## src/rtl/la_pkg.sv

```systemverilog
// Shared logic-analyzer definitions: packer FSM states and the byte-lane width.
package la_pkg;

   localparam int LANE_W = 8;

   typedef enum logic [1:0] {
      IDLE = 2'd0,
      SEND = 2'd1,
      FIN  = 2'd2
   } packer_state_t;

endpackage

```

## src/rtl/sample_byte_packer_if.sv

```systemverilog
// Word-in / byte-out stream bundle for the sample byte packer.
interface sample_byte_packer_if
   import la_pkg::*;
#(
   parameter int DW = 32
);
   localparam int KW = DW / LANE_W;

   logic              word_valid;
   logic              word_ready;
   logic [DW-1:0]     word_data;
   logic [KW-1:0]     word_keep;
   logic              word_last;
   logic              byte_valid;
   logic              byte_ready;
   logic [LANE_W-1:0] byte_data;

   modport master (
      output word_valid, word_data, word_keep, word_last, byte_ready,
      input  word_ready, byte_valid, byte_data
   );

   modport slave (
      input  word_valid, word_data, word_keep, word_last, byte_ready,
      output word_ready, byte_valid, byte_data
   );

endinterface

```

## src/rtl/lane_select.sv

```systemverilog
// Lowest-set-bit priority encoder over the byte-lane mask.
module lane_select #(
   parameter  int KW = 4,
   localparam int IW = (KW > 1) ? $clog2(KW) : 1
) (
   input  logic [KW-1:0] mask,
   output logic [IW-1:0] idx,
   output logic          any
);

   // Scan from the top so the lowest set lane is the last one written.
   always_comb begin
      idx = '0;
      any = 1'b0;
      for (int k = KW - 1; k >= 0; k--) begin
         if (mask[k]) begin
            idx = IW'(k);
            any = 1'b1;
         end else begin
         end
      end
   end

endmodule

```

## src/rtl/sample_byte_packer.sv

```systemverilog
// Serializes the enabled byte lanes of each sample word, lowest lane first,
// and reports readout completion plus a running byte count.
module sample_byte_packer
   import la_pkg::*;
#(
   parameter int DW = 32,
   parameter int CW = 16
) (
   input  logic                 sys_clk,
   input  logic                 sys_rst,
   sample_byte_packer_if.slave  bus,
   output logic                 busy,
   output logic                 done,
   output logic [CW-1:0]        byte_count
);

   localparam int KW = DW / LANE_W;
   localparam int IW = (KW > 1) ? $clog2(KW) : 1;
   localparam logic [KW-1:0] LANE_ONE = KW'(1);

   packer_state_t     state_r, state_s;
   logic [DW-1:0]     data_r, data_s;
   logic [KW-1:0]     mask_r, mask_s;
   logic              last_r, last_s;
   logic [CW-1:0]     count_r;
   logic              word_ready_r, byte_valid_r, busy_r, done_r;
   logic [LANE_W-1:0] byte_data_r, lane_s;
   logic [IW-1:0]     cur_idx_s, nxt_idx_s;
   logic              cur_any_s, nxt_any_s;
   logic              word_hs_s, byte_hs_s;

   assign word_hs_s = bus.word_valid & word_ready_r;
   assign byte_hs_s = byte_valid_r & bus.byte_ready;

   // Current mask picks the lane to retire; next mask picks the byte to present.
   lane_select #(.KW(KW)) u_cur_sel (.mask(mask_r), .idx(cur_idx_s), .any(cur_any_s));
   lane_select #(.KW(KW)) u_nxt_sel (.mask(mask_s), .idx(nxt_idx_s), .any(nxt_any_s));

   // Next-state, next-word registers and the lane to present next.
   always_comb begin
      state_s = state_r;
      data_s  = data_r;
      mask_s  = mask_r;
      last_s  = last_r;
      lane_s  = '0;
      case (state_r)
         IDLE: begin
            if (word_hs_s) begin
               data_s  = bus.word_data;
               mask_s  = bus.word_keep;
               last_s  = bus.word_last;
               state_s = (bus.word_keep != '0) ? SEND : FIN;
            end else begin
               state_s = IDLE;
            end
         end
         SEND: begin
            if (!cur_any_s) begin
               state_s = FIN;
            end else if (byte_hs_s) begin
               mask_s  = mask_r & ~(LANE_ONE << cur_idx_s);
               state_s = (mask_s == '0) ? FIN : SEND;
            end else begin
               state_s = SEND;
            end
         end
         FIN: begin
            state_s = IDLE;
         end
         default: begin
            state_s = IDLE;
            mask_s  = '0;
         end
      endcase
      for (int k = 0; k < KW; k++) begin
         if (nxt_any_s && (nxt_idx_s == IW'(k))) begin
            lane_s = data_s[k*LANE_W +: LANE_W];
         end else begin
         end
      end
   end

   // FSM state and captured word.
   always_ff @(posedge sys_clk or posedge sys_rst) begin
      if (sys_rst) begin
         state_r <= IDLE;
         data_r  <= '0;
         mask_r  <= '0;
         last_r  <= 1'b0;
      end else begin
         state_r <= state_s;
         data_r  <= data_s;
         mask_r  <= mask_s;
         last_r  <= last_s;
      end
   end

   // Outputs are registered from the upcoming state so they line up with it.
   always_ff @(posedge sys_clk or posedge sys_rst) begin
      if (sys_rst) begin
         word_ready_r <= 1'b0;
         byte_valid_r <= 1'b0;
         byte_data_r  <= '0;
         busy_r       <= 1'b0;
         done_r       <= 1'b0;
      end else begin
         word_ready_r <= (state_s == IDLE);
         byte_valid_r <= (state_s == SEND);
         byte_data_r  <= lane_s;
         busy_r       <= (state_s != IDLE);
         done_r       <= (state_s == FIN) & last_s;
      end
   end

   // Byte counter; the end-of-readout clear wins over any handshake.
   always_ff @(posedge sys_clk or posedge sys_rst) begin
      if (sys_rst) begin
         count_r <= '0;
      end else if ((state_r == FIN) && last_r) begin
         count_r <= '0;
      end else if (byte_hs_s) begin
         count_r <= count_r + CW'(1);
      end else begin
         count_r <= count_r;
      end
   end

   assign bus.word_ready = word_ready_r;
   assign bus.byte_valid = byte_valid_r;
   assign bus.byte_data  = byte_data_r;
   assign busy           = busy_r;
   assign done           = done_r;
   assign byte_count     = count_r;

endmodule

```

## src/flat_wrapper.sv

```systemverilog
// flat-port wrapper written by rule: the top's interface ports become plain ports
module sample_byte_packer_flat import la_pkg::*;
#(
   parameter int DW = 32,
   parameter int CW = 16
)
  (sys_clk, sys_rst, busy, done, byte_count, bus_word_valid, bus_word_data, bus_word_keep, bus_word_last, bus_byte_ready, bus_word_ready, bus_byte_valid, bus_byte_data);
  sample_byte_packer_if #(.DW(DW)) bus_i ();
  input  logic sys_clk;
  input  logic sys_rst;
  output logic busy;
  output logic done;
  output logic [CW-1:0] byte_count;
  input wire logic [$bits(bus_i.word_valid)-1:0] bus_word_valid;
  input wire logic [$bits(bus_i.word_data)-1:0] bus_word_data;
  input wire logic [$bits(bus_i.word_keep)-1:0] bus_word_keep;
  input wire logic [$bits(bus_i.word_last)-1:0] bus_word_last;
  input wire logic [$bits(bus_i.byte_ready)-1:0] bus_byte_ready;
  output wire logic [$bits(bus_i.word_ready)-1:0] bus_word_ready;
  output wire logic [$bits(bus_i.byte_valid)-1:0] bus_byte_valid;
  output wire logic [$bits(bus_i.byte_data)-1:0] bus_byte_data;
  assign bus_i.word_valid = bus_word_valid;
  assign bus_i.word_data = bus_word_data;
  assign bus_i.word_keep = bus_word_keep;
  assign bus_i.word_last = bus_word_last;
  assign bus_i.byte_ready = bus_byte_ready;
  assign bus_word_ready = bus_i.word_ready;
  assign bus_byte_valid = bus_i.byte_valid;
  assign bus_byte_data = bus_i.byte_data;
  sample_byte_packer #(.DW(DW), .CW(CW)) u_core (.sys_clk(sys_clk), .sys_rst(sys_rst), .bus(bus_i), .busy(busy), .done(done), .byte_count(byte_count));
endmodule
```

## config.mk

```make
export PLATFORM = sky130hd
export DESIGN_NAME = sample_byte_packer_flat
export DESIGN_NICKNAME = d
export VERILOG_FILES = /design/src/rtl/la_pkg.sv /design/src/rtl/sample_byte_packer_if.sv /design/src/rtl/lane_select.sv /design/src/rtl/sample_byte_packer.sv /design/src/flat_wrapper.sv
export SDC_FILE = /design/constraint.sdc
export NUM_CORES = 1
export LEC_CHECK = 0
export CORE_MARGIN = 4
export CORE_UTILIZATION = 46
export CTS_CLUSTER_SIZE = 16
export DETAILED_ROUTE_END_ITERATION = 8
export PLACE_DENSITY = 0.74
export SYNTH_ARGS = -nofsm -noshare
export SYNTH_HDL_FRONTEND = slang
export SYNTH_HIERARCHICAL = 1
export SYNTH_SLANG_ARGS = --single-unit
```

## constraint.sdc

```tcl
create_clock -name sys_clk -period 5.51 [get_ports sys_clk]
set_input_delay 0.551 -clock sys_clk [delete_from_list [all_inputs] [get_ports sys_clk]]
set_output_delay 0.551 -clock sys_clk [all_outputs]
set_load 0.01 [all_outputs]
```

==> impl.org, run 1 <==
** GRT
- Maximum number of pins on one net before global-route repair :: 68
- Global-route wire length before repair :: 10,700 um
- The via count of the first global-routing pass came to 2,313.
- Global routing finished with a remaining overflow of 0.
- Antenna violations before repair :: 0
- For this run, the total global-route usage over all layers was measured as 0.176.

** Cells and area
- The finished layout holds 426 standard cells, fillers aside.
- Leaving out fill and tap cells, the most frequent cells in the layout are clkdlybuf4s50_1 (68), dfrtp_1 (67), mux2_2 (32).
- In the final design database the tool counted 386 nets.
- Syn-to-layout area delta :: 32.6%
- Most frequent standard cell in the layout excluding fill and tap cells :: clkdlybuf4s50_1
- 0 antenna diodes ended up in the layout.
- Count of filler cells inserted in the layout :: 539
- Of the cells placed in the final design, the portion with a size suffix greater than 1 is 0.172.

** STA
- Hold_ws :: 0.498 ns
- Minimum clock period after layout :: 2.81 ns
- Worst Skew :: 0.00976 ns
- Max Freq :: 356 MHz
- Across all setup checks in the final design, the least slack found is 2.70 ns.
- At the pin with the least slew margin, the transition time is 0.934 ns.
- Pins over their slew limit :: 0
- The worst pin sits at a relative slew slack of 0.375.
- The final hold violation count came to 0.
- Final total negative setup slack :: 0 ns
- Period Utilization, post-route :: 0.510
- Setup violations remaining at the end of the flow were counted as 0.
- RSZ-0062 raised after global routing :: no

** CTS
- In this run, post-CTS hold repair placed 0 buffers.
- After clock tree synthesis, the clock-pin slew on the worst setup and hold paths is 0.07 ns.
- The tree is rooted in a clkbuf_8.
- Counting every sink on the clock net gives 67.
- In this run, CTS created clock tree buffers numbering 9.
- Buffers added to address setup during post-CTS repair amount to 0.
- Clock tree from TritonCTS :: yes
- The later pin in the worst-skew pair is clocked with a latency of 0.33 ns.
- Post-CTS repair changed the size of 0 cells.
- Maximum clock path buffer count :: 2
- Number of H-tree branching levels :: 3

** Setup path
- Setup slack on the worst flop-to-flop path :: 2.89 ns
- Highest fanout seen on the critical path :: 8
- STA classifies the critical path endpoint as a flop.
- At the worst endpoint, the arrival time is 3.05 ns.
- Element type at the critical path start :: input pin
- The critical path is of the in2reg type.
- STA puts the critical path data required time at 5.74 ns.

** Route
- In this run the remaining antenna-violating nets after routing total 0.
- DRC violation total after the first TritonRoute iteration :: 62
- The final layout contains routed wiring with a total length of 6380 um.
- Vias after detailed routing :: 2,306
- After detailed routing, the average wire length per cell comes to 15.0 um.
- Via/cell ratio :: 5.41
- Drt pass-1 iters :: 4
- Remaining design rule violation count :: 0

** Placed design
- Routability congestion estimate :: 0.881
- Detailed placement finished with a half-perimeter wire length of 4620 um.
- Count of buffers inserted at the top-level ports :: 68
- Timing analysis after detailed placement gives a worst setup slack of 2.39 ns.
- Post-Place Cells :: 410

** Floorplanning
- The initial utilization of the core area, before any placement, comes to 0.474.
- The floorplan step set the die height to 88.6 um.
- Cell row count :: 29
- In this run the count of I/O pins placed on the die edge is 69.
- Core area :: 6310 um2
- The floorplan step defined a die boundary enclosing 7850 um2.
- In this run the horizontal extent of the chip is 88.6 um.

** Run
- Across the run, the number of max-cap violations was 0.

** Power
- Leak :: 1.67 nW
- In this run the power density over the cells is 546 nW/um2.
- Across the VDD grid, the largest voltage drop is 0.000319 V.
- Final Total Pwr :: 2.16 mW

** Synthesis
- Syn nets :: 312
- For this run, the register share of the synthesized area comes to 0.561.
- After technology mapping, the gate count stands at 270.
- Number of synthesis warnings :: 6
- Counting flops and latches in the post-synthesis netlist gives 67.
- Number of distinct library cells after synthesis :: 43
- Cell area after technology mapping :: 2990 um2
- Mean Syn Cell Area :: 11.1 um2

** Hold path
- Min-delay worst type :: reg2reg

** Run status
- Status :: finished clean
[metrics by stage]
step / area (um2) / util
2_1_floorplan: 2990 / -
3_3_place_gp: 3750 / 0.595
3_5_place_dp: 3750 / 0.595
4_1_cts: 3970 / 0.628
5_1_grt: 3970 / 0.628
6_report: 3970 / 0.628
[layout make-up]
class / instances / area, um2 / share of cell area
tap: 77 / 96.3 / 0.0243
clock inverter: 4 / 75.1 / 0.0189
multi-input combinational: 190 / 1260 / 0.319
inverter: 6 / 22.5 / 0.00568
sequential: 67 / 1680 / 0.423
clock buffer: 12 / 135 / 0.0341
timing repair buffer: 70 / 696 / 0.175
[metal layers]
layer	vias up	wire length, um	global-route usage
met5	-	0	0
met2	78	3080	0.282
li1	1100	-	-
met1	1121	2880	0.235
met3	7	380	0.0475
met4	0	40	0.0549
[cells by family (layout without fill, tap and decap cells)]
kind of cell	Yosys count	in the layout	share of synthesized area
AO/OA/AOI/OAI	43	43	0.0854
XOR/XNOR	9	9	0.0264
adder cells (fa/ha/maj)	1	1	0.00418
buffers and inverters	13	92	0.0184
flip-flops	67	67	0.561
multiplexers	35	35	0.131
AND/OR/NAND/NOR	102	102	0.174
[final timing paths]
kind / depth (start not counted) / end / startpoint
min: 1 / u_core/data_r[16]$_DFF_PP0_ / u_core/data_r[16]$_DFF_PP0_
max: 9 / u_core/bus.byte_data[1]$_DFF_PP0_ / bus_word_valid
min reg2reg: 1 / u_core/data_r[16]$_DFF_PP0_ / u_core/data_r[16]$_DFF_PP0_
min in group asynchronous: 3 / u_core/data_r[13]$_DFF_PP0_ / sys_rst
max in group asynchronous: 3 / u_core/bus.word_ready$_DFF_PP0_ / sys_rst
max reg2reg: 9 / u_core/bus.byte_data[1]$_DFF_PP0_ / u_core/mask_r[0]$_DFF_PP0_
[report_power, final]
group | internal (mW) | total, mW | switching, mW
clock | 0.256 | 0.430 | 0.174
combinational | 0.453 | 0.924 | 0.470
sequential | 0.703 | 0.810 | 0.107
[Yosys cell counts, drive strengths merged]
cell type | instances | area share
o21ai | 20 | 0.033
xor2 | 7 | 0.021
nand4bb | 1 | 0.0038
and3 | 2 | 0.0046
a21oi | 7 | 0.014
a211oi | 1 | 0.0025
a21bo | 1 | 0.0033
dfrtp | 67 | 0.56
nor4bb | 1 | 0.0033
o21ba | 1 | 0.0033
a22o | 1 | 0.0029
clkbuf | 2 | 0.0029
buf | 5 | 0.0079
ha | 1 | 0.0042
nand2 | 26 | 0.033
nand2b | 7 | 0.015
or4b | 1 | 0.0046
a31oi | 3 | 0.0063
inv | 6 | 0.0075
nor3 | 13 | 0.022
xnor2 | 2 | 0.0059
nor2b | 1 | 0.0021
nor4 | 1 | 0.0021
and2 | 1 | 0.0021
nor4b | 2 | 0.0059
mux2 | 32 | 0.12
or2 | 2 | 0.0042
or3 | 5 | 0.011
and4b | 1 | 0.0033
nand3 | 7 | 0.013
nor2 | 26 | 0.033
nand4 | 3 | 0.0063
and4 | 2 | 0.0063
o22ai | 8 | 0.017
o211ai | 1 | 0.0025
mux2i | 3 | 0.010
[worst max-delay path, stage by stage]
cell and delay, ns:
clkdlybuf4s50_1 0.51, nor4bb_1 0.68, nand2_1 0.12, nand2_1 0.15
nor2_1 0.08, nor3_1 0.28, nand2b_1 0.37, nor2_1 0.08
nor3_1 0.22
[sequential cells by signal, summed over array words and instances, names as in the netlist]
name,flops
u_core/bus.byte_data,8
u_core/bus.byte_valid,1
u_core/bus.word_ready,1
u_core/busy,1
u_core/byte_count,16
u_core/data_r,32
u_core/done,1
u_core/last_r,1
u_core/mask_r,4
u_core/state_r,2
No activity file was read; power rests on OpenSTA's default activity.
==> inputs of run 2 (changes only) <==
==> constraint.sdc (replaced) <==
create_clock -name sys_clk -period 2.7 [get_ports sys_clk]
set_input_delay 0.27 -clock sys_clk [delete_from_list [all_inputs] [get_ports sys_clk]]
set_output_delay 0.27 -clock sys_clk [all_outputs]
set_load 0.01 [all_outputs]
==> impl.org, run 2 (synthesized netlist as in run 1, its figures left out) <==
** Route
- The DRC marker count from the first detailed-route iteration is 68 (+9.7%).
- Routed len/inst :: 15.0 um (about the same)
- Vias after detailed routing :: 2,293 (-0.56%)
- Detail Route Antenna Nets :: 0 (unchanged)
- The number of vias per cell after detailed routing was 5.32 (-1.7%).
- The first-pass iteration count of the detailed router was 4 (unchanged).
- Total Wirelength :: 6460 um (+1.2%)
- The number of DRC violations after detailed routing is 0 (unchanged).

** Power
- Leak :: 1.71 nW (+2.1%)
- Areal power density over the cells :: 1110 nW/um2 (+100%)
- Peak supply drop :: 0.000627 V (+97%)

** Cells and area
- The post-route cell area is 4020 um2 (+1.3%).
- Reg area :: 1680 um2 (unchanged)
- Most frequent cells in the layout :: clkdlybuf4s50_1 (68), dfrtp_1 (67), mux2_2 (32)
- The final layout net count came to 391 (+1.3%).
- Area of the multi-input gates :: 1270 um2 (+0.59%)
- More flip-flops sit in one register than any other, and that register is u_core/data_r.
- Count of filler cells inserted in the layout :: 534 (-0.93%)
- The share of the core filled with cells is 0.636 (+0.00832).
- Syn-to-layout area delta :: 34.4%
- Diodes inserted :: 0 (unchanged)
- Most frequent standard cell in the layout excluding fill and tap cells :: clkdlybuf4s50_1
- Share of final-layout standard cells stronger than drive strength 1 :: 0.192 (+0.0202)
- Max FFs per register :: 32 (unchanged)

** Floorplanning
- The I/O pin count came to 69 (unchanged).
- Initial Util :: 0.474 (unchanged)
- The height of the chip came to 88.6 um (unchanged).
- The die area was 7850 um2 (unchanged).
- The cell row count came to 29 (unchanged).
- The floorplan core area came to 6310 um2 (unchanged).
- Die X :: 88.6 um (unchanged)

** CTS
- Number of buffers inserted to repair setup after CTS :: 0 (unchanged)
- Clock-pin transition on the worst setup and hold timing paths :: 0.07 ns (about the same)
- Number of buffers inserted during clock tree synthesis :: 9 (unchanged)
- Maximum clock path buffer count :: 2 (unchanged)
- The sink count of the clock tree came to 67 (unchanged).
- Clock tree from TritonCTS :: yes
- Number of H-tree branching levels :: 3 (unchanged)
- Clock latency at the later pin of the worst-skew pair :: 0.33 ns (about the same)
- Cell at the root of the clock tree :: clkbuf_8

** GRT
- The number of antenna violations at the first check in global routing is 0 (unchanged).
- Total congestion overflow :: 0 (unchanged)
- The largest net degree at the start of global routing was 44 (-35%).
- The via count of the first global-routing pass was 2,286 (-1.2%).
- Total global routing track utilization :: 0.177 (+0.00104)
- The global-route wire length before repair came to 10,700 um (-0.51%).

** Setup path
- The worst setup path is launched from a flop.
- Crit path arrival time :: 2.67 ns (-0.38 ns)
- Cell type of the slowest stage on the worst timing path :: dfrtp_1
- Highest fanout seen on the critical path :: 8 (unchanged)
- The worst setup path is of the reg2reg kind.
- The required time reported for the critical path endpoint is 2.93 ns (-2.81 ns).
- Critical Path End Type :: flop
- The critical path goes through nor2_1 > nand2_1 > and3_2 > a31oi_1 > o21ai_0 > nand2_1 > nand2b_1 > a21oi_2 > nand2b_1 > o21ai_0 > nor3_1.
- Buffers & Inverters on Critical Path :: 0 (-1)
- Dominant delay contributor by cell family on the critical path :: simple AND/OR/NAND/NOR gates
- Delay contributed by the slowest stage of the critical path :: 0.47 ns (-0.21 ns)

** Run status
- Status :: finished clean

** STA
- Max Freq :: 410 MHz
- The summed negative setup slack over all endpoints is 0 ns (unchanged).
- Minimum clock period after layout :: 2.44 ns
- RSZ-0062 raised after global routing :: no
- The transition time at the pin with the least slew margin was 0.904 ns (-0.0305 ns).
- Worst slew margin relative to its limit :: 0.395 (+0.0204)
- The worst path setup slack after routing is 0.259 ns (-2.44 ns).
- Final hold violation count :: 0 (unchanged)
- Worst Skew :: 0.00806 ns (-0.00170 ns)
- Pins over their slew limit :: 0 (unchanged)
- Period Utilization, post-route :: 0.904
- The final-report setup violation count is 0 (unchanged).

** Run
- Total of max-cap violations :: 0 (unchanged)

** Placed design
- Placed cell area :: 3800 um2 (+1.3%)
- Routability congestion estimate :: 0.886 (+0.52%)
- The quantity of I/O buffers inserted on ports is 68 (unchanged).
- The placed wire-length estimate is 4660 um (+0.97%).
- Setup Slack @ Placement :: 0.172 ns (-2.21 ns)

** Hold path
- Min-delay worst type :: in2async
run 2: cell types whose count changed in the layout (fill, tap and decap cells not counted):
cell	before	now
buf_12	0	1
buf_4	2	6
bufinv_16	2	1
clkbuf_1	3	2
clkbuf_8	9	11
clkinv_4	0	1
clkinvlp_4	2	1
nand2b_1	7	6
nand2b_2	0	1
nor3_1	13	12
nor3_2	0	1
run 2: path summary, 6_finish.rpt:
kind                                        startpoint                                 to  slack (ns)  depth (start not counted)
min reg2reg                u_core/data_r[17]$_DFF_PP0_        u_core/data_r[17]$_DFF_PP0_        0.50                          1
min                                            sys_rst   u_core/byte_count[4]$_DFFE_PP0P_        0.30                          2
max reg2reg                 u_core/mask_r[0]$_DFF_PP0_  u_core/bus.byte_data[2]$_DFF_PP0_        0.26                         11
max in group asynchronous                      sys_rst         u_core/mask_r[1]$_DFF_PP0_        1.79                          3
max                         u_core/mask_r[0]$_DFF_PP0_  u_core/bus.byte_data[2]$_DFF_PP0_        0.26                         11
min in group sys_clk       u_core/data_r[17]$_DFF_PP0_        u_core/data_r[17]$_DFF_PP0_        0.50                          1
run 2: what timing repair did:
item	4_1_cts	5_1_grt
resized for setup	0	2
endpoints found under the setup margin	0	1
hold buffers	0	0
run 2: stage by stage:
stage | hold WS, ns | cells | total power, mW
floorplan | 0.389 | 270 | 2.92
global placement | 0.478 | 415 | 3.53
detailed placement | 0.484 | 415 | 3.60
CTS | 0.319 | 431 | 4.46
global route | 0.345 | 431 | 4.77
finish | 0.302 | 431 | 4.44
run 2: cell type report:
class                           count  area share
Clock buffer                       13      0.0396
Clock inverter                      3      0.0115
Inverter                            6     0.00561
Multi-Input combinational cell    190       0.316
Sequential cell                    67       0.417
Tap cell                           77      0.0240
Timing Repair Buffer               75       0.186
run 2: where the power goes:
group | internal, mW | leakage [nW] | switching (mW) | total (mW)
Sequential | 1.43 | 0.832 | 0.215 | 1.65
Clock | 0.480 | 0.0998 | 0.371 | 0.851
Combinational | 0.965 | 0.777 | 0.979 | 1.94
run 2: per-layer routing:
layer / vias up / GRT usage / part of all wire
li1: 1115 / - / -
met1: 1109 / 0.246 / 0.47
met2: 59 / 0.271 / 0.47
met3: 10 / 0.0391 / 0.045
met4: 0 / 0.0714 / 0.015
met5: - / 0 / 0
==> inputs of run 3 (changes only) <==
--- a/config.mk
+++ b/config.mk
@@ -5,11 +5,11 @@
 export SDC_FILE = /design/constraint.sdc
 export NUM_CORES = 1
 export LEC_CHECK = 0
-export CORE_MARGIN = 4
 export CORE_UTILIZATION = 46
 export CTS_CLUSTER_SIZE = 16
 export DETAILED_ROUTE_END_ITERATION = 8
 export PLACE_DENSITY = 0.74
+export SLEW_MARGIN = 10
 export SYNTH_ARGS = -nofsm -noshare
 export SYNTH_HDL_FRONTEND = slang
 export SYNTH_HIERARCHICAL = 1
==> impl.org, run 3 (synthesized netlist as in run 1, its figures left out) <==
** Setup path
- The data arrival time of the critical path came to 2.61 ns (-0.06 ns).
- CP Cell Sequence :: nand2b_1 > a21oi_2 > inv_1 > a31oi_1 > o21ai_0 > nand2_1 > nor2_1 > nor3_1 > nand2b_1 > o21ai_0 > nor3_1
- STA classifies the critical path endpoint as a flop.
- The largest fanout of any net on the critical path was 8 (unchanged).
- The cell family contributing the most delay on the critical path is simple AND/OR/NAND/NOR gates.
- Delay contributed by the slowest stage of the critical path :: 0.43 ns (-0.04 ns)
- Cell type of the slowest stage on the worst timing path :: dfrtp_1
- Class of the most critical setup path :: reg2reg
- STA classifies the critical path startpoint as a flop.
- The required time reported for the critical path endpoint was 2.92 ns (about the same).
- Buffers & Inverters on Critical Path :: 1 (+1)

** Cells and area
- Syn-to-layout area delta :: 34.1%
- Max FFs per register :: 32 (unchanged)
- Counting flops per register, the top entry is u_core/data_r.
- Count of filler cells inserted in the layout :: 526 (-1.5%)
- The final layout net count came to 391 (unchanged).
- The non-filler instance count after layout came to 431 (unchanged).
- Most frequent cells in the layout :: clkdlybuf4s50_1 (68), dfrtp_1 (67), mux2_2 (32)
- Leaving out fill and tap cells, the most frequent cell in the layout is clkdlybuf4s50_1.
- Share of final-layout standard cells stronger than drive strength 1 :: 0.189 (-0.00282)
- The final antenna diode count is 0 (unchanged).

** Floorplanning
- The floorplan core area is 6310 um2 (unchanged).
- The die width was 82.6 um (-6.8%).
- The cell row count is 29 (unchanged).
- Top-Level Pins :: 69 (unchanged)
- Die H :: 82.6 um (-6.8%)
- The initial core utilization was 0.474 (unchanged).
- Die area :: 6830 um2 (-13%)

** Route
- Routed len/inst :: 14.4 um (-3.9%)
- The antenna violation net count after detailed routing was 0 (unchanged).
- The number of DRC violations after detailed routing came to 0 (unchanged).
- Total Wirelength :: 6210 um (-3.9%)
- Via/cell ratio :: 5.27 (-0.92%)
- The DRC marker count from the first detailed-route iteration came to 97 (+43%).
- The count of vias placed by the detailed router is 2,272 (-0.92%).
- The first-pass iteration count of the detailed router was 4 (unchanged).

** Power
- Peak supply drop :: 0.000616 V (-1.8%)
- Leak :: 1.71 nW (about the same)
- The total power density per cell area was 1110 nW/um2 (+0.79%).

** GRT
- The number of antenna violations at the first check in global routing was 0 (unchanged).
- The total global-route track usage is 0.206 (+0.0287).
- Via count of the first global-routing pass :: 2,305 (+0.83%)
- The largest net degree at the start of global routing is 37 (-16%).
- The global-route wire length before repair is 10,400 um (-2.9%).
- Total congestion overflow :: 0 (unchanged)

** STA
- Number of setup violations in the final report :: 0 (unchanged)
- Minimum clock period after layout :: 2.40 ns (-0.0451 ns)
- Hold_ws :: 0.296 ns (-0.00578 ns)
- The fraction of the cycle the final worst path needs was 0.887 (-0.0167).
- Final hold violation count :: 0 (unchanged)
- The worst slew slack as a fraction of its limit is 0.406 (+0.0107).
- Pins over their slew limit :: 0 (unchanged)
- Measured slew at the worst slew-check pin :: 0.888 ns (-0.0160 ns)
- Final total negative setup slack :: 0 ns (unchanged)
- RSZ-0062 raised after global routing :: no
- Max Freq :: 417 MHz (+1.9%)
- Worst Skew :: 0.00587 ns (-0.00219 ns)

** CTS
- Maximum clock path buffer count :: 2 (unchanged)
- Clock sink total :: 67 (unchanged)
- Number of H-tree branching levels :: 3 (unchanged)
- Clock-pin transition on the worst setup and hold timing paths :: 0.07 ns (about the same)
- Clock latency at the later pin of the worst-skew pair :: 0.33 ns (about the same)
- Cell at the root of the clock tree :: clkbuf_8
- Cells resized by post-CTS repair :: 0 (unchanged)
- Clock tree from TritonCTS :: yes
- Count of hold buffers inserted by post-cts repair :: 0 (unchanged)
- Number of buffers inserted during clock tree synthesis :: 9 (unchanged)
- The buffer count from post-CTS setup fixing came to 0 (unchanged).

** Placed design
- The quantity of I/O buffers inserted on ports is 68 (unchanged).
- The cell count after placement came to 415 (unchanged).
- Routability congestion estimate :: 0.827 (-6.7%)
- The placed wire-length estimate is 4490 um (-3.8%).

** Run status
- Status :: finished clean

** Hold path
- The tightest min-delay check is of the in2async type.

** Run
- Total of max-cap violations :: 0 (unchanged)
-- run 3: path summary, 6_finish.rpt --
path / startpoint / endpoint / slack [ns] / depth (start not counted)
worst max-delay path: u_core/mask_r[2]$_DFF_PP0_ / u_core/bus.byte_data[3]$_DFF_PP0_ / 0.30 / 11
min in group sys_clk: u_core/data_r[19]$_DFF_PP0_ / u_core/data_r[19]$_DFF_PP0_ / 0.50 / 1
worst min-delay path: sys_rst / u_core/byte_count[4]$_DFFE_PP0P_ / 0.30 / 2
worst min register to register: u_core/data_r[19]$_DFF_PP0_ / u_core/data_r[19]$_DFF_PP0_ / 0.50 / 1
worst max register to register: u_core/mask_r[2]$_DFF_PP0_ / u_core/bus.byte_data[3]$_DFF_PP0_ / 0.30 / 11
max in group asynchronous: sys_rst / u_core/byte_count[13]$_DFFE_PP0P_ / 1.70 / 3
-- run 3: stage by stage --
stage / cell area, um2 / worst slack (ns) / utilization / total power, mW
finish: 4010 / 0.304 / 0.635 / 4.47
global route: 4010 / 0.00926 / 0.635 / 4.83
CTS: 4010 / 0.316 / 0.635 / 4.51
detailed placement: 3790 / 0.201 / 0.601 / 3.59
global placement: 3790 / 0.263 / 0.601 / 3.52
floorplan: 2990 / 0.462 / - / 2.92
-- run 3: metal layers --
metal  up-vias  wire (um)  global-route usage
met2        67       3040               0.345
met3         6        358              0.0615
li1       1116          -                   -
met1      1083       2750               0.259
met5         -          0                   0
met4         0         57              0.0569
-- run 3: worst register-to-register path, stage by stage, from the launching register on --
cell and delay, ns:
dfrtp_1 0.43, nand2b_1 0.17, a21oi_2 0.27, inv_1 0.09, a31oi_1 0.15, o21ai_0 0.10
nand2_1 0.11, nor2_1 0.08, nor3_1 0.26, nand2b_1 0.28, o21ai_0 0.26, nor3_1 0.08
-- run 3: power breakdown --
part,internal [mW],switching [mW],leakage [nW]
logic,0.951,0.972,0.770
registers,1.43,0.210,0.832
clock network,0.522,0.381,0.106
total,2.91,1.56,1.71
-- run 3: final cells by class --
class	count	area, um2	share of cell area
multi-input cells	190	1260	0.315
repair buffers	75	733	0.183
clock inverters	6	90.1	0.0225
inverters	6	22.5	0.00562
clock buffers	10	128	0.0318
flip-flops and latches	67	1680	0.418
well taps	77	96.3	0.0240
